==> src/rtl/grid_config_loader.sv <==
// grid_config_loader
//   Streams a configuration image into a neuromorphic core grid. It runs one
//   load per start request:
//     1. It pulses rst_model to the grid.
//     2. It writes NUM_AXONS token-controller entries to every core.
//     3. It writes NUM_NEURONS CSRAM entries to every core.
//   The grid slot OUTPUT_CORE holds the output bus, so it is skipped in both
//   passes.
//
//   Optional feature (macro GRID_CFG_CHECKSUM_EN):
//     The loader keeps an XOR accumulator over every accepted word. A TC word
//     contributes its TCW payload bits, zero-extended. After the last CSRAM
//     word, the loader expects one trailing checksum word. A mismatch sets the
//     sticky cfg_error flag. Without the macro there is no CHECK state and
//     cfg_error is tied to 0.
//
// Ports
//   clk, rst_n         clock, asynchronous active-low reset
//   start, abort       begin a load (honoured only in IDLE); cancel a load
//   cfg_data           configuration word stream
//   cfg_valid          word handshake, valid side
//   cfg_ready          word handshake, ready side
//   rst_model          one-cycle model reset pulse to the grid
//   tc_*               token-controller write bus (one-cycle valid pulse)
//   csram_*            CSRAM write bus (one-cycle valid pulse)
//   busy               high in every state except IDLE
//   done               one-cycle completion pulse
//   cfg_error          sticky checksum error

module grid_config_loader #(
  parameter int NUM_CORES        = 5,
  parameter int OUTPUT_CORE      = 4,
  parameter int NUM_AXONS        = 256,
  parameter int NUM_NEURONS      = 256,
  parameter int NUM_WEIGHTS      = 4,
  parameter int CSRAM_READ_WIDTH = 367,
  localparam int TCW = $clog2(NUM_WEIGHTS),
  localparam int AW  = $clog2(NUM_AXONS),
  localparam int NW  = $clog2(NUM_NEURONS),
  localparam int CW  = $clog2(NUM_CORES)
) (
  input  logic                        clk,
  input  logic                        rst_n,
  input  logic                        start,
  input  logic                        abort,
  input  logic [CSRAM_READ_WIDTH-1:0] cfg_data,
  input  logic                        cfg_valid,
  output logic                        cfg_ready,
  output logic                        rst_model,
  output logic [TCW-1:0]              tc_data,
  output logic [AW-1:0]               tc_addr,
  output logic [CW-1:0]               tc_core_idx,
  output logic                        tc_valid,
  output logic [CSRAM_READ_WIDTH-1:0] csram_data,
  output logic [NW-1:0]               csram_addr,
  output logic [CW-1:0]               csram_core_idx,
  output logic                        csram_valid,
  output logic                        busy,
  output logic                        done,
  output logic                        cfg_error
);

  // One address counter serves both passes, so it is sized for the larger one.
  localparam int CNT_W = (AW > NW) ? AW : NW;

  localparam logic [CNT_W-1:0] TC_LAST  = CNT_W'(NUM_AXONS - 1);
  localparam logic [CNT_W-1:0] NEU_LAST = CNT_W'(NUM_NEURONS - 1);
  localparam logic [CW-1:0]    OUT_CORE = CW'(OUTPUT_CORE);

  // First and last configurable slots, with the output bus slot excluded.
  localparam logic [CW-1:0] FIRST_CORE = (OUTPUT_CORE == 0) ? CW'(1) : CW'(0);
  localparam logic [CW-1:0] LAST_CORE  = (OUTPUT_CORE == NUM_CORES - 1) ?
                                         CW'(NUM_CORES - 2) : CW'(NUM_CORES - 1);

  typedef enum logic [2:0] {
    IDLE,
    RST_MODEL,
    LOAD_TC,
    LOAD_CSRAM,
`ifdef GRID_CFG_CHECKSUM_EN
    CHECK,
`endif
    DONE
  } state_t;

  state_t            state_reg, state_next;
  logic [CW-1:0]     core_reg, core_next;
  logic [CNT_W-1:0]  addr_reg, addr_next;
  logic [CW-1:0]     core_inc;
  logic              xfer;

  logic                        tc_valid_reg;
  logic [TCW-1:0]              tc_data_reg;
  logic [AW-1:0]               tc_addr_reg;
  logic [CW-1:0]               tc_core_reg;
  logic                        csram_valid_reg;
  logic [CSRAM_READ_WIDTH-1:0] csram_data_reg;
  logic [NW-1:0]               csram_addr_reg;
  logic [CW-1:0]               csram_core_reg;

  // Abort wins over a word presented in the same cycle. The word is not
  // written and no counter moves.
  assign xfer = cfg_valid && cfg_ready && !abort;

  // Next configurable core. Skip the output bus slot.
  always_comb begin
    core_inc = core_reg + CW'(1);
    if (core_inc == OUT_CORE) begin
      core_inc = core_reg + CW'(2);
    end
  end

  // State-decoded handshake and status outputs
  always_comb begin
    cfg_ready = 1'b0;
    case (state_reg)
      LOAD_TC, LOAD_CSRAM: cfg_ready = 1'b1;
`ifdef GRID_CFG_CHECKSUM_EN
      CHECK:               cfg_ready = 1'b1;
`endif
      default:             cfg_ready = 1'b0;
    endcase
  end

  assign rst_model = (state_reg == RST_MODEL);
  assign done      = (state_reg == DONE);
  assign busy      = (state_reg != IDLE);

  // Next-state and counter logic
  always_comb begin
    state_next = state_reg;
    core_next  = core_reg;
    addr_next  = addr_reg;
    case (state_reg)
      IDLE: begin
        if (start) state_next = RST_MODEL;
      end
      RST_MODEL: begin
        core_next  = FIRST_CORE;
        addr_next  = '0;
        state_next = LOAD_TC;
      end
      LOAD_TC: begin
        if (xfer) begin
          if (addr_reg == TC_LAST) begin
            addr_next = '0;
            if (core_reg == LAST_CORE) begin
              core_next  = FIRST_CORE;
              state_next = LOAD_CSRAM;
            end else begin
              core_next = core_inc;
            end
          end else begin
            addr_next = addr_reg + CNT_W'(1);
          end
        end
      end
      LOAD_CSRAM: begin
        if (xfer) begin
          if (addr_reg == NEU_LAST) begin
            addr_next = '0;
            if (core_reg == LAST_CORE) begin
              core_next = FIRST_CORE;
`ifdef GRID_CFG_CHECKSUM_EN
              state_next = CHECK;
`else
              state_next = DONE;
`endif
            end else begin
              core_next = core_inc;
            end
          end else begin
            addr_next = addr_reg + CNT_W'(1);
          end
        end
      end
`ifdef GRID_CFG_CHECKSUM_EN
      CHECK: begin
        if (xfer) state_next = DONE;
      end
`endif
      DONE: begin
        state_next = IDLE;
      end
      default: begin
        state_next = IDLE;
      end
    endcase
    if (abort && (state_reg != IDLE)) begin
      state_next = IDLE;
    end
  end

  always_ff @(posedge clk or negedge rst_n) begin
    if (!rst_n) begin
      state_reg <= IDLE;
      core_reg  <= '0;
      addr_reg  <= '0;
    end else begin
      state_reg <= state_next;
      core_reg  <= core_next;
      addr_reg  <= addr_next;
    end
  end

  // Registered write buses. Each accepted word is written in the following
  // cycle, tagged with the counter values at the moment of transfer.
  always_ff @(posedge clk or negedge rst_n) begin
    if (!rst_n) begin
      tc_valid_reg    <= 1'b0;
      tc_data_reg     <= '0;
      tc_addr_reg     <= '0;
      tc_core_reg     <= '0;
      csram_valid_reg <= 1'b0;
      csram_data_reg  <= '0;
      csram_addr_reg  <= '0;
      csram_core_reg  <= '0;
    end else begin
      tc_valid_reg    <= xfer && (state_reg == LOAD_TC);
      csram_valid_reg <= xfer && (state_reg == LOAD_CSRAM);
      if (xfer && (state_reg == LOAD_TC)) begin
        tc_data_reg <= cfg_data[TCW-1:0];
        tc_addr_reg <= addr_reg[AW-1:0];
        tc_core_reg <= core_reg;
      end
      if (xfer && (state_reg == LOAD_CSRAM)) begin
        csram_data_reg <= cfg_data;
        csram_addr_reg <= addr_reg[NW-1:0];
        csram_core_reg <= core_reg;
      end
    end
  end

  assign tc_valid       = tc_valid_reg;
  assign tc_data        = tc_data_reg;
  assign tc_addr        = tc_addr_reg;
  assign tc_core_idx    = tc_core_reg;
  assign csram_valid    = csram_valid_reg;
  assign csram_data     = csram_data_reg;
  assign csram_addr     = csram_addr_reg;
  assign csram_core_idx = csram_core_reg;

`ifdef GRID_CFG_CHECKSUM_EN
  logic [CSRAM_READ_WIDTH-1:0] chk_reg;
  logic                        cfg_error_reg;

  // cfg_error is sticky. Only rst_n clears it, not a later good load.
  always_ff @(posedge clk or negedge rst_n) begin
    if (!rst_n) begin
      chk_reg       <= '0;
      cfg_error_reg <= 1'b0;
    end else begin
      case (state_reg)
        RST_MODEL: chk_reg <= '0;
        LOAD_TC: begin
          if (xfer) begin
            chk_reg <= chk_reg ^
                       {{(CSRAM_READ_WIDTH-TCW){1'b0}}, cfg_data[TCW-1:0]};
          end
        end
        LOAD_CSRAM: begin
          if (xfer) chk_reg <= chk_reg ^ cfg_data;
        end
        CHECK: begin
          if (xfer && (cfg_data != chk_reg)) cfg_error_reg <= 1'b1;
        end
        default: ;
      endcase
    end
  end

  assign cfg_error = cfg_error_reg;
`else
  assign cfg_error = 1'b0;
`endif

endmodule

==> config.mk <==
export PLATFORM = sky130hd
export DESIGN_NAME = grid_config_loader
export DESIGN_NICKNAME = d
export VERILOG_FILES = /design/src/rtl/grid_config_loader.sv
export SDC_FILE = /design/constraint.sdc
export NUM_CORES = 1
export LEC_CHECK = 0
export CORE_AREA = 2 2 302 304
export CTS_CLUSTER_SIZE = 8
export DETAILED_ROUTE_END_ITERATION = 8
export DIE_AREA = 0 0 304 306
export HOLD_SLACK_MARGIN = 0.05
export REMOVE_ABC_BUFFERS = 1
export SYNTH_ARGS = -nofsm -noshare
export SYNTH_HDL_FRONTEND = slang
export SYNTH_SLANG_ARGS = --single-unit
==> constraint.sdc <==
create_clock -name clk -period 5.2 [get_ports clk]
set_clock_uncertainty 0.15 [all_clocks]
set_input_delay 1.04 -clock clk [delete_from_list [all_inputs] [get_ports clk]]
set_output_delay 1.04 -clock clk [all_outputs]
set_load 0.02 [all_outputs]
# Yosys cells after proc, flatten, opt, wreduce, memory -nomap -nowiden
# Index checks and enable logic that the tools add are counted.
# word_totals
regBits	407
in_bits	372
word_cells	61
# classes
mux	18
n_eq_ne	16
add_sub_neg	3
n_reduce_logical	13
# op_table
operator	count
two-way mux 3 bit	12
inequality test 3 bit, second input constant	7
two-way mux 8 bit	2
case mux 8 bit (2 select lines)	1
case mux 3 bit (4 select lines)	1
== test 3 x 2 -> 1 bit, second input constant	3
adder 8 x 1 -> 8 bit, second input constant	1
== test 8 bit, second input constant	1
AND reduction 7 bit	1
== test 3 bit, second input constant	2
case mux 3 bit (2 select lines)	1
logical AND 1 bit	5
inequality test 2 x 1 -> 1 bit, second input constant	2
adder 3 x 1 -> 3 bit, second input constant	1
adder 3 x 2 -> 3 bit, second input constant	1
== test 3 x 1 -> 1 bit, second input constant	1
zero test 3 bit	1
AND reduction 3 bit	1
nonzero test 3 bit	1
AND reduction 2 bit	1
nonzero test 2 bit	1
OR reduction 2 bit	1
zero test 1 bit	1
two-way mux 1 bit	1

# Depth between registers and ports, before layout
# logic_depth
depth_word	8
depth_mapped	8
depth_no_buf	6

# Least setup slack after synthesis
# OpenSTA, ideal clock, no wires.
# synth_timing
kind	input-to-reg
start	input port abort
end	register tc_data_reg[0] (netlist: tc_data[0])
setup_ns	0.125
n_path_buf	1
arrival_time_ns	2.119
cell_stages	4
setup_slack_ns	2.806
cell_sequence	nand4bb_4 nor2_1 buf_4 mux2_2
# synth_via
elab_chain_cells	3
# synth_rtl
item	line_no	source
start: declaration	45	input logic abort,
zero test 1 bit	103	assign xfer = cfg_valid && cfg_ready && !abort;
logical AND 1 bit	103	
logical AND 1 bit	221	if (xfer && (state_reg == LOAD_TC)) begin
end signal: assignment	222	tc_data_reg <= cfg_data[TCW-1:0];
end: declaration	93	logic [TCW-1:0] tc_data_reg;
# No other way between the ends.
# A chain may end at the register's enable or synchronous reset.

# Final worst setup path
# layout_timing
start	register state_reg[0]
end	output port rst_model
# layout_via
elab_chain_cells	1
# layout_rtl
item	line_no	source
start: declaration	86	state_t state_reg, state_next;
start signal: assignment	200	state_reg <= state_next;
== test 3 x 1 -> 1 bit	125	assign rst_model = (state_reg == RST_MODEL);
end: declaration	49	output logic rst_model,
# No other way between the ends.

==> results.ini <==
[sta]
period_minus_slack_ns = 3.59
max_slew_margin_pct = 26.1
hold_viol_final = 0
drv_slew = 0
finalSetupViolCount = 0
fin_ws_ns = 1.61
rsz0062_at_grt = false
fmax_mhz = 278
holdWs_ns = 0.317
finalCritPeriodShare_pct = 69.1
max_slew.worst_pin.slew_ns = 1.11

[placement]
io_buffers = 768
pre_cts_ws_ns = 1.68
dp_hpwl_mm = 41.0
place_inst = 3595
gp_congestion = 0.797

[pwr]
p_leak_uw = 0.0125
comb_power_share_pct = 44.8
finalPower_uw = 16100
p_switching_uw = 6090
p_per_area_mw_per_mm2 = 618
max-vdd-ir-drop_uv = 268
seqPwrFrac_pct = 34.6
clockPowerShare_pct = 20.6
swShare_pct = 37.8
internal_power_uw = 10000

[detailed_routing]
drc = 0
totalWireLength_mm = 56.7
wire_per_inst_um = 15.5
dr_wl_met3_mm = 4.27
antenna_left = 0
firstDrtPassIters = 5
vias_per_cell = 3.76
met2_length_mm = 28.1
met1_length_mm = 22.8
highest_layer = met5
drt-initial-drc-count = 695
vias = 13800

[grt]
grt_pass1_vias = 14300
grt_first_pass_wirelength_mm = 86.8
grt_overflow = 0
antenna_found_initial = 4
grt_max_degree = 176
grt_usage_pct = 11.9

[finish]
largest_register_ffs = 367
num_antenna_cells = 0
multi_input_area_mm2 = 0.00492
fin_cells = 3663
seqCellArea_mm2 = 0.0102
areaGrowthSynthToFinish_pct = 67.4
final_util_pct = 29.2
nFillCells = 9365
fin_nets = 2854
drive_above_1_share_pct = 4.30

[cts]
post_cts_buffers = 0
cts_hold_buf = 0
cts_tree = yes
h-tree-depth = 2
numClockSinks = 407
cts_resized = 0
clk_pin_slew_ns = 0.05
cts_buffer_depth = 3
root_buffer = clkbuf_16
clock_latency_ns = 0.60
cts_made_buffers = 57

[logic_synthesis]
yosysSeqAreaShare_pct = 65.3
ys_ff_latch = 407
yosys.area.top_type = dfrtp_1
synth_top_area_share_pct = 65.3
avgSynthCellArea_um2 = 9.09
synthTopCellsByArea = dfrtp_1, nand2_1, buf_2
syn_inst = 1716
yosysWarnings = 0
synth_area_mm2 = 0.0156
yosysUniqueCellTypes = 40

[floorplan]
die_w_um = 304
die-area_mm2 = 0.0930
start_util_pct = 17.4
ioPinCount = 770
die-height_um = 306
rows = 110
core_mm2 = 0.0896

[run_status]
status = completed

[critical_path]
required_ns = 4.01
start_kind = flop
crit_chain = or3b_4 -> inv_1 -> clkdlybuf4s50_1
end_kind = output port
slowest_delay_ns = 0.64
critPathKind = reg -> out
cp_max_fo = 9
crit_path_top_delay_cell = clkdlybuf4s50_1
cp.arrival_ns = 2.40

[job]
drv_cap = 0

[min_path]
hold_path_class = reg -> reg

cell families (layout without fill, tap and decap cells):
logic type	count (synthesis)	after routing	share of synthesized area, %
mux	16	16	1.14
simple gates	1170	1170	28.7
other cells	1	1	0.0240
buf+inv	94	865	3.27
flops	407	407	65.3
fa+ha+maj	4	4	0.321
xor+xnor	5	5	0.281
compound gates	19	19	0.962
layout make-up:
class	count	area share [%]
clock buffer	67	5.81
multi-input combinational	1215	18.8
timing repair buffer	791	30.6
sequential	407	39.0
clock inverter	1	0.0335
inverter	6	0.115
tap	1176	5.63
stage by stage:
step,cell area (um2),TNS (ns)
global route,26100,0
floorplan,15100,-3681.98
detailed placement,24600,0
finish,26100,0
global placement,24600,0
CTS,26100,0
Yosys cell counts, drive strengths merged:
master and instances:
a2111oi 1, a211o 1, a21o 1, a21oi 2, a22o 1, a311o 1
a32o 2, and2 2, and3 1, and4 3, and4bb 1, buf 84
clkbuf 4, conb 1, dfrtp 407, ha 4, inv 6, mux2 14
mux2i 2, nand2 1137, nand2b 1, nand3 4, nand4 1, nand4bb 1
nor2 11, nor2b 2, nor3 2, nor3b 2, o211ai 1, o21ai 7
o31ai 2, or3 1, or3b 1, xnor2 3, xor2 2
routing by layer:
layer	vias to the layer above	global-route usage (%)
met2	493	20.4
met1	6503	13.9
met3	87	3.97
met5	-	0
met4	6	3.73
li1	6701	-
critical path, delay by kind of cell (launching register included):
kind	cells	cell delay, ns
buffers and inverters	2	0.81
flip-flops	1	0.53
AND/OR/NAND/NOR	1	0.46
cells in the final DEF, fill, tap and decap left out, types with 2 or more instances in the layout:
cell type	netlist	final
o31ai_1	2	2
mux2i_1	2	2
a32o_1	2	2
a21oi_1	2	2
and4_1	3	3
inv_1	5	5
and2_1	2	2
mux2_2	14	14
buf_4	16	13
o21ai_0	6	6
clkdlybuf4s50_1	0	767
nor3_1	2	2
clkbuf_1	4	7
nor2b_1	2	2
nand2_1	1137	1136
dfrtp_1	407	407
xor2_1	2	2
nor2_2	1	2
xnor2_1	3	3
nor3b_1	2	2
buf_12	0	10
clkbuf_16	0	59
nor2_1	10	9
ha_1	4	4
nand3_1	4	4
path summary, 6_finish.rpt:
path | start | endpoint | slack (ns) | cells past startpoint
min in group asynchronous | rst_n | csram_data[290] | 0.39 | 1
max in group asynchronous | rst_n | csram_data[103] | 3.36 | 2
worst min register to register | csram_data[202] | csram_data[202] | 0.32 | 2
worst max-delay path | state_reg[0] | rst_model | 1.61 | 3
worst max register to register | state_reg[1] | csram_data[122] | 2.74 | 6
worst min-delay path | csram_data[202] | csram_data[202] | 0.32 | 2
power groups by stage:
stage               clock network [uW]  registers, uW  logic, uW
floorplan                            0           7320       1470
global placement                     0           5580       7270
detailed placement                   0           5620       7310
CTS                               3480           5600       7340
global route                      3610           5790       7730
finish                            3330           5580       7230
Note: power is estimated with default switching activity, not from simulation.
